`src/rtl/timer_pkg.sv`:
```
// Shared timer definitions: digit type, keypad limits and entry-FSM state codes.
// Used by time_entry and the downstream BCD down-counter blocks.
package timer_pkg;

    localparam int DIGIT_W = 4;

    typedef logic [DIGIT_W-1:0] digit_t;

    localparam digit_t     KEY_MAX_DIGIT = 4'd9;
    localparam logic [2:0] MAX_DIGITS    = 3'd4;

    localparam logic [1:0] ST_IDLE  = 2'd0;
    localparam logic [1:0] ST_ENTRY = 2'd1;
    localparam logic [1:0] ST_LOAD  = 2'd2;
    localparam logic [1:0] ST_HOLD  = 2'd3;

    function automatic logic is_digit(input digit_t code);
        return code <= KEY_MAX_DIGIT;
    endfunction

endpackage

```
`src/rtl/key_sync.sv`:
```
// Keypad conditioning: 2-flop synchronizer on strobe and code, then rising-edge detect.
// Only compiled in builds that define TIME_ENTRY_KEY_SYNC_EN.
`ifdef TIME_ENTRY_KEY_SYNC_EN
module key_sync
    import timer_pkg::*;
(
    input  logic   clk,
    input  logic   rst,
    input  logic   key_valid_i,
    input  digit_t key_code_i,
    output logic   key_valid_o,
    output digit_t key_code_o
);

    logic   vld_meta_q, vld_sync_q, vld_prev_q;
    digit_t code_meta_q, code_sync_q;

    always_ff @(posedge clk or negedge rst) begin
        if (!rst) begin
            vld_meta_q  <= 1'b0;
            vld_sync_q  <= 1'b0;
            vld_prev_q  <= 1'b0;
            code_meta_q <= '0;
            code_sync_q <= '0;
        end else begin
            vld_meta_q  <= key_valid_i;
            vld_sync_q  <= vld_meta_q;
            vld_prev_q  <= vld_sync_q;
            code_meta_q <= key_code_i;
            code_sync_q <= code_meta_q;
        end
    end

    // A held strobe yields a single accepted key.
    assign key_valid_o = vld_sync_q & ~vld_prev_q;
    assign key_code_o  = code_sync_q;

endmodule
`endif

```
`src/rtl/time_entry.sv`:
```
// Keypad MM:SS entry for the down-counters: shift-left digit buffer, one-cycle load pulse.
// Define TIME_ENTRY_KEY_SYNC_EN to synchronize and edge-detect the keypad inputs.
module time_entry
    import timer_pkg::*;
(
    input  logic         clk,
    input  logic         rst,
    input  logic         key_valid,
    input  logic [3:0]   key_code,
    input  logic         clear,
    input  logic         start,
    output logic         load,
    output logic [3:0]   min_tens,
    output logic [3:0]   min_units,
    output logic [3:0]   sec_tens,
    output logic [3:0]   sec_units,
    output logic [2:0]   digit_count,
    output logic         busy
);

    logic   kv;
    digit_t kc;

`ifdef TIME_ENTRY_KEY_SYNC_EN
    key_sync u_key_sync (
        .clk         (clk),
        .rst         (rst),
        .key_valid_i (key_valid),
        .key_code_i  (key_code),
        .key_valid_o (kv),
        .key_code_o  (kc)
    );
`else
    assign kv = key_valid;
    assign kc = key_code;
`endif

    logic [1:0]              state_q, state_d;
    logic [3:0][DIGIT_W-1:0] digits_q, digits_d;
    logic [2:0]              count_q, count_d;
    logic                    key_ok;

    assign key_ok = kv && is_digit(kc) && (count_q < MAX_DIGITS)
                    && (state_q == ST_IDLE || state_q == ST_ENTRY);

    // clear overrides everything; a digit and start in one ENTRY cycle both take effect.
    always_comb begin
        state_d  = state_q;
        digits_d = digits_q;
        count_d  = count_q;
        if (clear) begin
            state_d  = ST_IDLE;
            digits_d = '0;
            count_d  = '0;
        end else begin
            if (key_ok) begin
                digits_d = {digits_q[2:0], kc};
                count_d  = count_q + 3'd1;
                if (state_q == ST_IDLE) state_d = ST_ENTRY;
            end
            case (state_q)
                ST_ENTRY: if (start) state_d = ST_LOAD;
                ST_LOAD:  state_d = ST_HOLD;
                default:  ;
            endcase
        end
    end

    always_ff @(posedge clk or negedge rst) begin
        if (!rst) begin
            state_q  <= ST_IDLE;
            digits_q <= '0;
            count_q  <= '0;
        end else begin
            state_q  <= state_d;
            digits_q <= digits_d;
            count_q  <= count_d;
        end
    end

    // Decoded from state so an asynchronous reset truncates the pulse at once.
    assign load        = (state_q == ST_LOAD);
    assign busy        = (state_q == ST_ENTRY) || (state_q == ST_LOAD);
    assign min_tens    = digits_q[3];
    assign min_units   = digits_q[2];
    assign sec_tens    = digits_q[1];
    assign sec_units   = digits_q[0];
    assign digit_count = count_q;

endmodule

```
`config.mk`:
```
export PLATFORM = sky130hd
export DESIGN_NAME = time_entry
export DESIGN_NICKNAME = d
export VERILOG_FILES = /design/src/rtl/timer_pkg.sv /design/src/rtl/key_sync.sv /design/src/rtl/time_entry.sv
export SDC_FILE = /design/constraint.sdc
export NUM_CORES = 1
export LEC_CHECK = 0
export CORE_AREA = 5 5 53 55
export CTS_CLUSTER_SIZE = 28
export DETAILED_ROUTE_END_ITERATION = 12
export DIE_AREA = 0 0 58 60
export PLACE_DENSITY_LB_ADDON = 0.15
export SLEW_MARGIN = 0
export SYNTH_ARGS = -nofsm -noshare
export SYNTH_HDL_FRONTEND = slang
export SYNTH_SLANG_ARGS = --single-unit
export TNS_END_PERCENT = 20
```
`constraint.sdc`:
```
create_clock -name clk -period 1.9 [get_ports clk]
set_clock_uncertainty 0.05 [all_clocks]
set_input_delay 0.285 -clock clk [delete_from_list [all_inputs] [get_ports clk]]
set_output_delay 0.285 -clock clk [all_outputs]
set_load 0.005 [all_outputs]
```
# Word level (Yosys, flattened, before mapping)
# Index checks and enable logic that the tools add are counted.
totals:
  register_bits: 21
  input_bits: 9
  out_inout_bits: 21
  elab_cells: 27
op_classes:
  addsub: 1
  order_cmp: 2
  n_eq_ne: 2
  n_mux: 9
  reduce_logical: 7
ops:
  columns: ["operator", "count"]
  rows:
  - ["$mux W16", 2]
  - ["$mux W2", 4]
  - ["$mux W3", 2]
  - ["$le A4 B4 Y1 const B", 1]
  - ["$pmux W2 S2", 1]
  - ["$add A3 B1 Y3 const B", 1]
  - ["$logic_and A1 B1 Y1", 3]
  - ["$lt A3 B3 Y1 const B", 1]
  - ["$eq A2 B1 Y1 const B", 1]
  - ["$eq A2 B2 Y1 const B", 1]
  - ["$logic_not A2 Y1", 1]
  - ["$logic_or A1 B1 Y1", 2]
  - ["$reduce_bool A2 Y1", 1]

# Logic depth before layout (Yosys ltp)
depth:
  word_depth: 8
  ltp_mapped: 6

# Worst setup path before layout
# No wires, ideal clock.
synth_timing:
  path_type: "register to register"
  startpoint: "register state_q[1]"
  endpoint: "register count_q[1], in the netlist digit_count[1]"
  t_arrival_ps: 1329
  required_ps: 1772
  setup_slack_ps: 443
  path_stages_with_launch: 7
  n_path_buf: 1
  path_cell_list: "dfrtp_1 > inv_1 > ha_1 > o2111ai_2 > buf_6 > nand2_1 > a21oi_1"
synth_via:
  elab_chain_cells: 4
  word_cells_on_any_way: 5
synth_lines:
  columns: ["element", "line_no", "rtl"]
  rows:
  - ["start: declaration", "time_entry.sv:38", "logic [1:0] state_q, state_d;"]
  - ["start signal: assignment", "time_entry.sv:75", "state_q <= state_d;"]
  - ["$eq A2 B1 Y1 or $logic_not A2 Y1 (tied branches)", "time_entry.sv:44", "&& (state_q == ST_IDLE || state_q == ST_ENTRY);"]
  - ["$logic_or A1 B1 Y1 *", "time_entry.sv:44", null]
  - ["$logic_and A1 B1 Y1 *", "time_entry.sv:44", null]
  - ["$reduce_bool A2 Y1 (no source line) *", null, null]
  - ["end signal: assignment", "time_entry.sv:77", "count_q <= count_d;"]
  - ["end: declaration", "time_entry.sv:40", "logic [2:0] count_q, count_d;"]
# Mark *: on every way between the ends. The rest lies on a longest branch, timed or not.
# A chain may end at the register's enable or synchronous reset.

# Worst setup path after layout
layout_timing:
  startpoint: "register state_q[0]"
  endpoint: "output port load"
layout_via:
  elab_chain_cells: 1
layout_lines:
  columns: ["element", "line_no", "rtl"]
  rows:
  - ["$eq A2 B2 Y1", "time_entry.sv:82", "assign load = (state_q == ST_LOAD);"]
  - ["end: declaration", "time_entry.sv:12", "output logic load,"]
# Every way passes these cells.

==> impl_metrics.py <==
metrics = {
    "timing": {
        "relSlewSlack": 0.737,
        "tightest_slew_ns": 0.395,
        "finalHoldViolCount": 0,
        "fin_crit_sh": 0.955,
        "max_freq_mhz": 551,
        "setup_viol_count_final": 0,
        "holdWs_ns": 0.263,
        "finalMaxSlewViolations": 0,
        "min_period_ns": 1.82,
    },
    "worst_setup_path": {
        "r2r-start": "state_q[0]",
        "cp_num_buf_inv": 2,
        "arrival_ns": 1.48,
        "crit_chain": "inv_1, ha_2, clkdlybuf4s50_1",
        "critPathTopFamily": "buffers and inverters",
        "max_stage_delay_ns": 0.50,
        "slowest_stage": "clkdlybuf4s50_1",
        "cp_data_required_time_ns": 1.56,
        "worst_setup_path_end_kind": "primary output",
        "cp-start-kind": "register",
        "crit_path_start": "state_q[0]",
        "crit_fanout": 4,
        "worst-setup-path-type": "register to primary output",
    },
    "global_route": {
        "grt.total_usage": 0.134,
        "grt_pass1_vias": 820,
        "grt-ovfl-total": 0,
        "grt_pass1_wl_microns": 3560,
        "grt_start_max_net_pins": 22,
        "antenna_found_initial": 0,
    },
    "power_and_ir_drop": {
        "power_w": 0.000828,
        "ir_worst_vdd_v": 0.000455,
        "p_leak_nw": 0.567,
        "power.density_mw_per_mm2": 619,
    },
    "floorplan": {
        "core_sq_mm": 0.00234,
        "die_area_sq_mm": 0.00348,
        "die_y_microns": 60,
        "start_util": 0.408,
        "rows": 18,
        "die_w_microns": 58,
        "num_io_pins": 30,
    },
    "logic_synthesis": {
        "yosysWarnings": 0,
        "syn_area_sq_um": 956,
        "ys_seq_area_frac": 0.550,
        "syn_inst": 102,
        "ys_ff_latch": 21,
        "syn_avg_cell_area_sq_um": 9.37,
        "synth_nets": 116,
        "yosysUniqueCellTypes": 18,
    },
    "layout": {
        "antennaDiodeCount": 0,
        "fin_area_sq_mm": 0.00134,
        "final_core_util": 0.571,
        "final_net_count": 153,
        "drive_gt1_frac": 0.116,
        "area_delta_synth_final_pct": 39.9,
        "n_fill_cell": 225,
    },
    "clock_network": {
        "cts_buffer_depth": 2,
        "cts-hold-fix-buffers": 0,
        "path_clk_slew_ns": 0.12,
        "root_buffer": "clkbuf_4",
        "htreeDepth": 1,
        "clk_latency_ns": 0.30,
        "cts_tree": "yes",
        "cts.sink_count": 21,
        "cts_buffers": 3,
    },
    "placement": {
        "hpwl_microns": 1610,
        "io_buffers": 29,
        "gp_congestion": 0.710,
        "dpl_cell_area_sq_mm": 0.00129,
    },
    "route": {
        "ant_nets": 0,
        "drc": 0,
        "vias_per_cell": 4.88,
        "drt-initial-drc-count": 7,
        "wl_per_cell_microns": 12.5,
        "vias": 819,
        "drtPass1Iterations": 4,
        "routed_wl_microns": 2110,
    },
    "worst_hold_path": {
        "hold_path.class": "input pin to async pin",
    },
    "status": {
        "status": "finished clean",
    },
    "job": {
        "max-cap-violations": 0,
    },
}
[layout make-up]
class	count	area [sq um]	share of cell area
Multi-Input combinational cell	72	383	0.286
Clock buffer	3	22.5	0.0168
Sequential cell	21	526	0.393
Tap cell	30	37.5	0.0281
Clock inverter	1	5.00	0.00374
Timing Repair Buffer	37	349	0.261
Inverter	4	15.0	0.0112
[state kept, by name, indices dropped and copies added, names as in the netlist]
name / flops
min_tens: 4
digit_count: 3
sec_tens: 4
state_q: 2
min_units: 4
sec_units: 4
[routing by layer]
layer | vias up | routed length [microns] | global-route usage
met3 | 2 | 120 | 0.0302
met1 | 390 | 910 | 0.159
met5 | - | 0 | 0
li1 | 407 | - | -
met2 | 20 | 1060 | 0.232
met4 | 0 | 15 | 0.0596
[timing repair]
item,in CTS,in global routing
hold endpoints to repair,0,0
setup endpoints to repair,1,1
gates cloned,0,0
setup buffers,2,0
resized for setup,1,1
[cell families after synthesis]
kind of cell               share of synthesized area
AOI/OAI and AO/OA                              0.154
xor gates and xnor gates                     0.00916
adders and majority gates                     0.0654
buffers and inverters                         0.0523
DFF                                            0.550
and+or+nand+nor                                0.169
[synthesized netlist by cell type]
| library cell | number | area, sq um |
|---|---|---|
| nand2b_1 | 1 | 6.26 |
| a31oi_1 | 1 | 6.26 |
| buf_6 | 2 | 22.5 |
| xnor2_1 | 1 | 8.76 |
| clkbuf_1 | 2 | 7.51 |
| nand3b_1 | 1 | 7.51 |
| a21oi_1 | 19 | 95.1 |
| o21ai_2 | 1 | 8.76 |
| dfrtp_1 | 21 | 526 |
| inv_1 | 4 | 15.0 |
| o21ai_0 | 2 | 10.0 |
| ha_1 | 5 | 62.6 |
| o2111a_2 | 1 | 12.5 |
| buf_2 | 1 | 5.00 |
| nand3_1 | 1 | 5.00 |
| nor2_1 | 3 | 11.3 |
| o2111ai_2 | 1 | 15.0 |
| nand2_1 | 35 | 131 |
[through the flow]
step	std cells	setup slack, ns	setup TNS [ns]
floorplan	102	0.443	0
global placement	162	0.181	0
detailed placement	162	0.169	0
CTS	168	0.0562	0
global route	168	-0.000370	-0.000370
finish	168	0.0849	0
[report_power, final]
group          internal (W)  leakage [nW]  switching (W)
registers          0.000461         0.290      0.0000106
clock network     0.0000784        0.0177       0.000132
logic             0.0000729         0.259      0.0000734
[layout by cell type, fill, tap and decap left out]
cell	netlist	final
nand2b_1	1	1
ha_1	5	4
clkbuf_4	0	3
ha_2	0	1
clkinv_2	0	1
nand3b_1	1	1
inv_1	4	4
o2111a_2	1	1
o21ai_2	1	1
buf_4	0	8
o21ai_0	2	2
dlygate4sd2_1	0	1
xnor2_1	1	1
dfrtp_1	21	21
clkdlybuf4s50_1	0	28
nor2_1	3	3
a21oi_1	19	19
nand2_1	35	35
nand3_1	1	1
a31oi_1	1	1
o2111ai_2	1	1
[final timing paths]
path	end	slack, ns	depth (start not counted)
min in group clk	sec_units[0]	0.48	3
worst min-delay path	sec_units[0]	0.26	2
max in group asynchronous	sec_tens[2]	1.32	2
worst min register to register	min_tens[1]	0.49	2
worst max-delay path	load	0.08	3
worst max register to register	min_units[2]	0.17	6
[worst register-to-register path: stages, from the launching register on]
cell       delay (ns)
dfrtp_1          0.40
buf_4            0.15
ha_1             0.24
o2111ai_2        0.39
buf_4            0.22
nand2_1          0.05
a21oi_1          0.15
Power figures use the tool's default switching activity.
